**config.mk**
```make
export PLATFORM = sky130hd
export DESIGN_NAME = id_hazard_sched
export DESIGN_NICKNAME = d
export VERILOG_FILES = /design/src/rtl/id_hazard_sched.sv
export SDC_FILE = /design/constraint.sdc
export NUM_CORES = 1
export LEC_CHECK = 0
export CAP_MARGIN = 20
export CORE_MARGIN = 2
export CORE_UTILIZATION = 42
export DETAILED_ROUTE_END_ITERATION = 8
export SLEW_MARGIN = 20
export SYNTH_ARGS = -nofsm -noshare
export SYNTH_HDL_FRONTEND = slang
export SYNTH_SLANG_ARGS = --single-unit
```
**constraint.sdc**
```tcl
create_clock -name clk -period 5.5 [get_ports clk]
set_input_delay 0.55 -clock clk [delete_from_list [all_inputs] [get_ports clk]]
set_output_delay 0.55 -clock clk [all_outputs]
set_load 0.01 [all_outputs]
```
**src/rtl/id_hazard_sched.sv**
```systemverilog
// id_hazard_sched: decode-stage issue scheduler with a per-register RAW scoreboard, redirect squash and stall counter
module id_hazard_sched #(
    parameter int MAX_INFLIGHT = 3,
    parameter int FLUSH_CYCLES = 1,
    parameter bit WB_BYPASS    = 1
) (
    input  logic        clk,
    input  logic        rst_n,
    input  logic        i_id_valid,
    input  logic [31:0] i_id_instr,
    input  logic        i_wb_valid,
    input  logic [4:0]  i_wb_reg,
    input  logic        i_redirect,
    output logic        o_id_issue,
    output logic        o_id_stall,
    output logic [4:0]  o_dest_reg,
    output logic        o_dest_we,
    output logic [31:0] o_pending,
    output logic [15:0] o_stall_count
);
    localparam int CW = $clog2(MAX_INFLIGHT + 1);
    localparam int FW = 3;
    typedef enum logic [1:0] {RUN, STALL, FLUSH} state_t;
    state_t        r_state;
    logic [FW-1:0] r_flush;
    logic [CW-1:0] r_cnt [32];
    logic [CW-1:0] w_eff [32];
    logic [15:0]   r_stall_count;
    logic [31:0]   w_inc, w_dec;
    logic [5:0]    w_op;
    logic [4:0]    w_rs, w_rt, w_dst;
    logic          w_rs_use, w_rt_use, w_we, w_we_eff, w_hazard, w_squash, w_unused;
    assign w_op     = i_id_instr[31:26];
    assign w_rs     = i_id_instr[25:21];
    assign w_rt     = i_id_instr[20:16];
    assign w_unused = ^i_id_instr[10:6];
    always_comb begin
        w_rs_use = 1'b0;
        w_rt_use = 1'b0;
        w_we     = 1'b0;
        w_dst    = w_rt;
        case (w_op)
            6'h00: begin
                w_rs_use = 1'b1;
                w_rt_use = i_id_instr[5:0] != 6'h08;
                w_we     = i_id_instr[5:0] != 6'h08;
                w_dst    = i_id_instr[15:11];
            end
            6'h23, 6'h08, 6'h0A, 6'h0C, 6'h0D: begin
                w_rs_use = 1'b1;
                w_we     = 1'b1;
            end
            6'h2B, 6'h04, 6'h05: begin
                w_rs_use = 1'b1;
                w_rt_use = 1'b1;
            end
            6'h0F: w_we = 1'b1;
            6'h03: begin
                w_we  = 1'b1;
                w_dst = 5'd31;
            end
            default: ;
        endcase
    end
    for (genvar n = 0; n < 32; n++) begin : g_sb
        assign w_eff[n]     = (WB_BYPASS && i_wb_valid && i_wb_reg == 5'(n) && r_cnt[n] != '0)
                              ? r_cnt[n] - 1'b1 : r_cnt[n];
        assign w_inc[n]     = o_id_issue & o_dest_we & (w_dst == 5'(n));
        assign w_dec[n]     = i_wb_valid & (i_wb_reg == 5'(n)) & (r_cnt[n] != '0);
        assign o_pending[n] = r_cnt[n] != '0;
    end
    assign w_we_eff   = w_we & (w_dst != 5'd0);
    assign w_hazard   = i_id_valid & ((w_rs_use & (w_rs != 5'd0) & (w_eff[w_rs] != '0)) |
                                      (w_rt_use & (w_rt != 5'd0) & (w_eff[w_rt] != '0)) |
                                      (w_we_eff & (w_eff[w_dst] == CW'(MAX_INFLIGHT))));
    assign w_squash   = i_redirect | (r_state == FLUSH);
    assign o_id_issue = rst_n & ~w_squash & i_id_valid & ~w_hazard;
    assign o_id_stall = rst_n & ~w_squash & w_hazard;
    assign o_dest_we  = rst_n & w_we_eff;
    assign o_dest_reg = rst_n ? w_dst : 5'd0;
    assign o_stall_count = r_stall_count;
    always_ff @(posedge clk or negedge rst_n) begin
        if (!rst_n) begin
            for (int i = 0; i < 32; i++) r_cnt[i] <= '0;
        end else begin
            for (int i = 1; i < 32; i++) r_cnt[i] <= r_cnt[i] + CW'(w_inc[i]) - CW'(w_dec[i]);
        end
    end
    // the redirect cycle is itself the first squashed slot
    always_ff @(posedge clk or negedge rst_n) begin
        if (!rst_n) begin
            r_state       <= RUN;
            r_flush       <= '0;
            r_stall_count <= '0;
        end else begin
            if (o_id_stall && r_stall_count != 16'hFFFF) r_stall_count <= r_stall_count + 16'd1;
            if (i_redirect) begin
                r_flush <= FW'(FLUSH_CYCLES - 1);
                r_state <= (FLUSH_CYCLES > 1) ? FLUSH : RUN;
            end else if (r_state == FLUSH) begin
                r_flush <= r_flush - 1'b1;
                r_state <= (r_flush <= FW'(1)) ? RUN : FLUSH;
            end else begin
                r_state <= w_hazard ? STALL : RUN;
            end
        end
    end
endmodule

```
==> results of run 1 <==
==> cells in the final DEF (no fill, tap or decap), types with 7 or more instances in the layout <==
cell type	instances
inv_1	153
xnor2_1	97
ha_1	94
clkdlybuf4s50_1	90
dfrtp_1	83
nand2_1	69
nor2_1	56
buf_4	47
mux2i_1	31
nand3_1	28
nor3_1	24
or3_1	21
a21oi_1	17
and2_1	14
o31ai_1	13
mux4_2	13
o311ai_0	12
nand4_1	12
nand2b_1	9
a211oi_1	9
clkbuf_16	9
or4_1	8
o211ai_1	8
mux2_2	8
o21ai_0	8
and3_1	8
nor4_1	7
==> logic make-up (layout without fill, tap and decap cells) <==
logic type	count (synthesis)	in the layout	synth area share [%]
other cells	1	1	0.04545
xor+xnor	99	99	10.51
buf+inv	194	306	9.007
mux	55	55	8.810
flops	83	83	25.17
fa+ha+maj	94	94	14.25
compound gates	138	138	13.13
simple gates	291	291	19.08
==> per-stage QoR <==
| step | area [um2] | std cells |
|---|---|---|
| final | 9986 | 1332 |
| after global routing | 9986 | 1332 |
| after CTS | 9986 | 1332 |
| after detailed placement | 9676 | 1316 |
| after global placement | 9676 | 1316 |
| after floorplan | 8252 | 955 |
==> where the power goes <==
| group | total, mW | internal [mW] | switching, mW |
|---|---|---|---|
| clock network | 0.664 | 0.361 | 0.303 |
| registers | 0.769 | 0.681 | 0.0883 |
| logic | 0.845 | 0.406 | 0.439 |
| total | 2.28 | 1.45 | 0.830 |
==> flip-flops by register name, indices dropped and copies added (netlist names) <==
register and count:
r_flush 3, r_state 2, r_cnt 62, o_stall_count 16
==> per-layer routing <==
| layer | wire length, um | GRT usage (%) | up-vias | share of wire (%) |
|---|---|---|---|---|
| li1 | - | - | 3569 | - |
| met1 | 11260 | 33.60 | 3576 | 46 |
| met2 | 10760 | 38.10 | 291 | 44 |
| met3 | 1582 | 3.642 | 56 | 6.5 |
| met4 | 761 | 9.044 | 0 | 3.1 |
| met5 | 0 | 0 | - | 0 |
==> critical path: stages <==
cell and delay (ps):
clkdlybuf4s50_1 550, nand4bb_1 450, or3_1 540, mux2i_1 160, mux4_2 490, o311ai_0 340, a31oi_1 110, a221o_1 390
o21bai_4 210, buf_4 180, nor2_1 100, clkdlybuf4s50_1 550
==> path summary, 6_finish.rpt <==
kind                       slack [ps]  cells past startpoint                  end
max                               330                     12           o_id_issue
min                                60                      1  r_cnt[56]$_DFF_PN0_
max reg2reg                      1130                     16  r_cnt[13]$_DFF_PN0_
min reg2reg                       470                      1  r_cnt[17]$_DFF_PN0_
max in group asynchronous        4080                      3  r_cnt[15]$_DFF_PN0_
min in group clk                  470                      1  r_cnt[17]$_DFF_PN0_
==> final cells by class <==
type / count / area [um2]
Clock buffer: 9 / 225.2
Clock inverter: 7 / 85.08
Fill cell: 1901 / 9413
Inverter: 153 / 574.3
Multi-Input combinational cell: 678 / 5439
Sequential cell: 83 / 2077
Tap cell: 265 / 331.6
Timing Repair Buffer: 137 / 1254
==> flow_metrics.tcl, run 1 <==
set metrics [dict create \
    synth.top_cell.area_share_pct 25.17 \
    htree_levels 3 \
    syn_inst 955 \
    netlist_area_um2 8252 \
    critical_path_class "primary input to output pin" \
    synth-seq-cells 83 \
    final_hold_viol_count 0 \
    gp_congestion 0.9446 \
    slew_violations 0 \
    yosysUniqueCellTypes 79 \
    clk_path_buf_depth 2 \
    tightest_slew_ps 883.7 \
    path_max_fanout 9 \
    num_vias 7492 \
    max-cap-violations 0 \
    status "completed" \
    die_h_um 144.2 \
    cts_setup_buffers 0 \
    drive_gt1_share_pct 9.466 \
    cts.sinks 83 \
    min_path_type "primary input to asynchronous set/reset pin" \
    wl_mm 24.37 \
    synthTopCellsByCount "inv_1 (153), xnor2_1 (97), ha_1 (94)" \
    core_area_um2 19400 \
    clk_latency_ps 360 \
    start_util_pct 42.54 \
    finalSetupTns_ps 0 \
    crit_arrival_ps 4620 \
    clkSlewWorstSetupHoldPaths_ps 70 \
    p_total_mw 2.278 \
    period_minus_slack_ps 5174 \
    row_count 51 \
    clk_root_buffer_cell "clkbuf_16" \
    first_global_vias 6991 \
    die_area_um2 20780 \
    synth_area_leader_cell "dfrtp_1" \
    cts_tree "built" \
    drt_iter0_drc 715 \
    ant_nets 0 \
    port_buffers 91 \
    ys.flop_type "dfrtp_1" \
    powerDensity_nw_per_um2 228.1 \
    timing.fmax_mhz 193.3 \
    layout.nets 1198 \
    cellLeakagePower_nw 4.632 \
    dr.pass1.iters 7 \
    synth_fp_nets 1091 \
    post_drt_wl_per_cell_um 18.29 \
    yosys-top-cells-area "dfrtp_1 (25%), ha_1 (14%), xnor2_1 (10%), inv_1 (7.0%), mux2i_1 (3.8%)" \
    die_x_um 144.2 \
    grt_max_degree 38 \
    synth_edf_count 0 \
    async_reset_ff_share_pct 100.0 \
    rsz0062_at_grt "no" \
    required_ps 4950 \
    postCtsHoldBufs 0 \
    postSynthAreaPerCell_um2 8.640 \
    synth_most_common_cell "inv_1" \
    grt_overflow 0 \
    seq_area_frac_synth_pct 25.17 \
    ys_warn_count 2 \
    drc 0 \
    utilization_pct 51.48 \
    avgViaCountPerCell 5.625 \
    ir_worst_vdd_mv 0.1620 \
    rr_startpoint "r_cnt[26]$_DFF_PN0_" \
    clock_skew_ps 10.92 \
    n_antenna_cell 0 \
    ctsResizeCount 0 \
    cp-end-kind "output pin" \
    hold_slack_ps 64.40 \
    cts_made_buffers 9 \
    grt.total_usage_pct 24.17 \
    place_ws_ps 313.8 \
    area_growth_pct 21.02 \
    slew_headroom_pct 40.91 \
    grt_pass1_wl_mm 38.11 \
    setup_violations 0 \
    start_kind "primary input" \
    dp_hpwl_mm 18.84 \
    setup_ws_ps 326.5 \
    finalCritPeriodShare_pct 94.06 \
    io-pin-count 98 \
    antenna_found_initial 0 \
    critPathLaunch "i_wb_reg[2]" \
]
(Power assumes the default switching activity.)
==> run 2: changes to the inputs <==
GPL_TIMING_DRIVEN = 0   (was unset)
TNS_END_PERCENT = 5   (was unset)
==> flow_metrics.tcl, run 2 (synthesis results as in run 1) <==
set metrics [dict create \
    wl_mm 25.20 \
    die_area_um2 20780 \
    required_ps 4950 \
    largest-register "r_cnt" \
    finalCritPeriodShare_pct 98.18 \
    clock_skew_ps 10.40 \
    cp-end-kind "output pin" \
    port_buffers 82 \
    grt.total_usage_pct 25.01 \
    dp_hpwl_mm 18.89 \
    clk_latency_ps 360 \
    clk_root_buffer_cell "clkbuf_16" \
    drt_iter0_drc 739 \
    critical_path_class "primary input to output pin" \
    fin_cells 1327 \
    slew_headroom_pct 32.23 \
    pwr-share-comb_pct 38.1 \
    core_area_um2 19400 \
    layout.nets 1192 \
    largest_reg_flops 62 \
    area_growth_pct 19.23 \
    slew_violations 0 \
    start_kind "primary input" \
    antenna_found_initial 0 \
    path_max_fanout 10 \
    powerDensity_nw_per_um2 225.8 \
    place_ws_ps -400.3 \
    ir_worst_vdd_mv 0.1613 \
    final_common_cell "inv_1" \
    setup_violations 0 \
    dr.pass1.iters 5 \
    crit_arrival_ps 4850 \
    first_global_vias 7105 \
    swShare_pct 37.45 \
    p_sw_uw 832.1 \
    die_x_um 144.2 \
    cts_tree "built" \
    die_h_um 144.2 \
    gp_congestion 0.9759 \
    max-cap-violations 0 \
    hold_slack_ps 39.10 \
    period_minus_slack_ps 5400 \
    p_int_mw 1.390 \
    rr_startpoint "r_cnt[26]$_DFF_PN0_" \
    cts_made_buffers 9 \
    setup_ws_ps 100.3 \
    dp.cells 1303 \
    postCtsHoldBufs 0 \
    ant_nets 0 \
    grt_overflow 0 \
    grt_max_degree 66 \
    avgViaCountPerCell 5.640 \
    io-pin-count 98 \
    timing.fmax_mhz 185.2 \
    clk_path_buf_depth 2 \
    row_count 51 \
    ff2ff_path_depth 18 \
    rr_endpoint "r_cnt[35]$_DFF_PN0_" \
    clkSlewWorstSetupHoldPaths_ps 70 \
    clock_power_share_pct 27.2 \
    rsz0062_at_grt "no" \
    tightest_slew_ps 1017 \
    cts.sinks 83 \
    start_util_pct 42.54 \
    min_path_type "primary input to asynchronous set/reset pin" \
    cellLeakagePower_nw 4.499 \
    final_cell_mix "inv_1 (153), xnor2_1 (97), ha_1 (94)" \
    drc 0 \
    status "completed" \
    final_hold_viol_count 0 \
    rrSetupSlack_ps 910 \
    htree_levels 3 \
    seqPwrFrac_pct 34.7 \
    post_drt_wl_per_cell_um 18.99 \
    num_vias 7484 \
    drive_gt1_share_pct 7.446 \
    grt_pass1_wl_mm 39.40 \
]
## run 2: changes by cell type in the layout (fill, tap and decap cells not counted), moves of 3 or more
| cell | previous run | this run |
|---|---|---|
| buf_2 | 0 | 3 |
| buf_4 | 47 | 12 |
| clkbuf_1 | 0 | 28 |
| clkbuf_2 | 0 | 4 |
| clkdlybuf4s50_1 | 90 | 81 |
| nor3_1 | 24 | 21 |
## run 2: timing repair
action                                  in CTS  in global routing
endpoints found under the setup margin       8                  2
setup buffers                                0                  9
pin swaps                                    0                  3
resized for setup                            9                  9
## run 2: area by class of cell
cell class | count | area, um2
Sequential cell | 83 | 2077
Multi-Input combinational cell | 678 | 5488
Tap cell | 265 | 331.6
Antenna cell | 1 | 2.502
Clock buffer | 10 | 229.0
Timing Repair Buffer | 92 | 917.1
Clock inverter | 6 | 48.80
Inverter | 153 | 574.3
Buffer | 39 | 170.2
Fill cell | 1939 | 9560
## run 2: routing by layer
layer | part of all wire, % | GRT usage, % | wire length (um)
met5 | 0 | 0 | 0
met4 | 3.7 | 11.34 | 923
met3 | 6.9 | 4.305 | 1738
met2 | 43 | 38.75 | 10940
met1 | 46 | 34.18 | 11590
## run 2: power groups by stage
stage	logic, mW	registers [mW]	clock network [mW]
after floorplan	0.488	0.762	0
after global placement	0.811	0.779	0
after detailed placement	0.827	0.780	0
after CTS	0.837	0.769	0.621
after global routing	0.932	0.784	0.645
final	0.847	0.770	0.605
## run 2: metrics by stage
stage                     setup TNS (ps)  power [mW]  util, %  instance area [um2]
after CTS                              0       2.227    50.28                 9753
after global routing                   0       2.362    50.70                 9836
final                                  0       2.222    50.72                 9838
after global placement           -115880       1.590    48.48                 9404
after detailed placement           -7438       1.608    48.63                 9433
after floorplan                        0       1.251        -                 8252
## run 2: worst max-delay path, cell delays in order
cell	delay (ps)
clkdlybuf4s50_1	570
or4_1	620
buf_2	220
nor3_4	340
nor2_1	150
clkbuf_4	280
a311oi_1	420
o211ai_1	170
o2111a_1	220
a21oi_2	280
o21bai_4	130
buf_4	210
nor2_1	100
clkdlybuf4s50_1	560
## run 2: worst max path at each step
stage	startpoint	endpoint	cells past startpoint
final	i_id_instr[28]	o_id_issue	14
after global routing	i_id_instr[28]	o_id_issue	14
after CTS	i_wb_reg[0]	o_id_issue	13
after detailed placement	i_id_instr[29]	o_id_stall	13
after global placement	rst_n	r_cnt[57]$_DFF_PN0_	12
after floorplan	i_wb_valid	r_cnt[57]$_DFF_PN0_	17
==> run 3: changes to the inputs <==
CTS_CLUSTER_DIAMETER = 100   (was unset)
==> results of run 3 <==
Same layout as run 2: the final DEF is identical, and so are final timing and power.
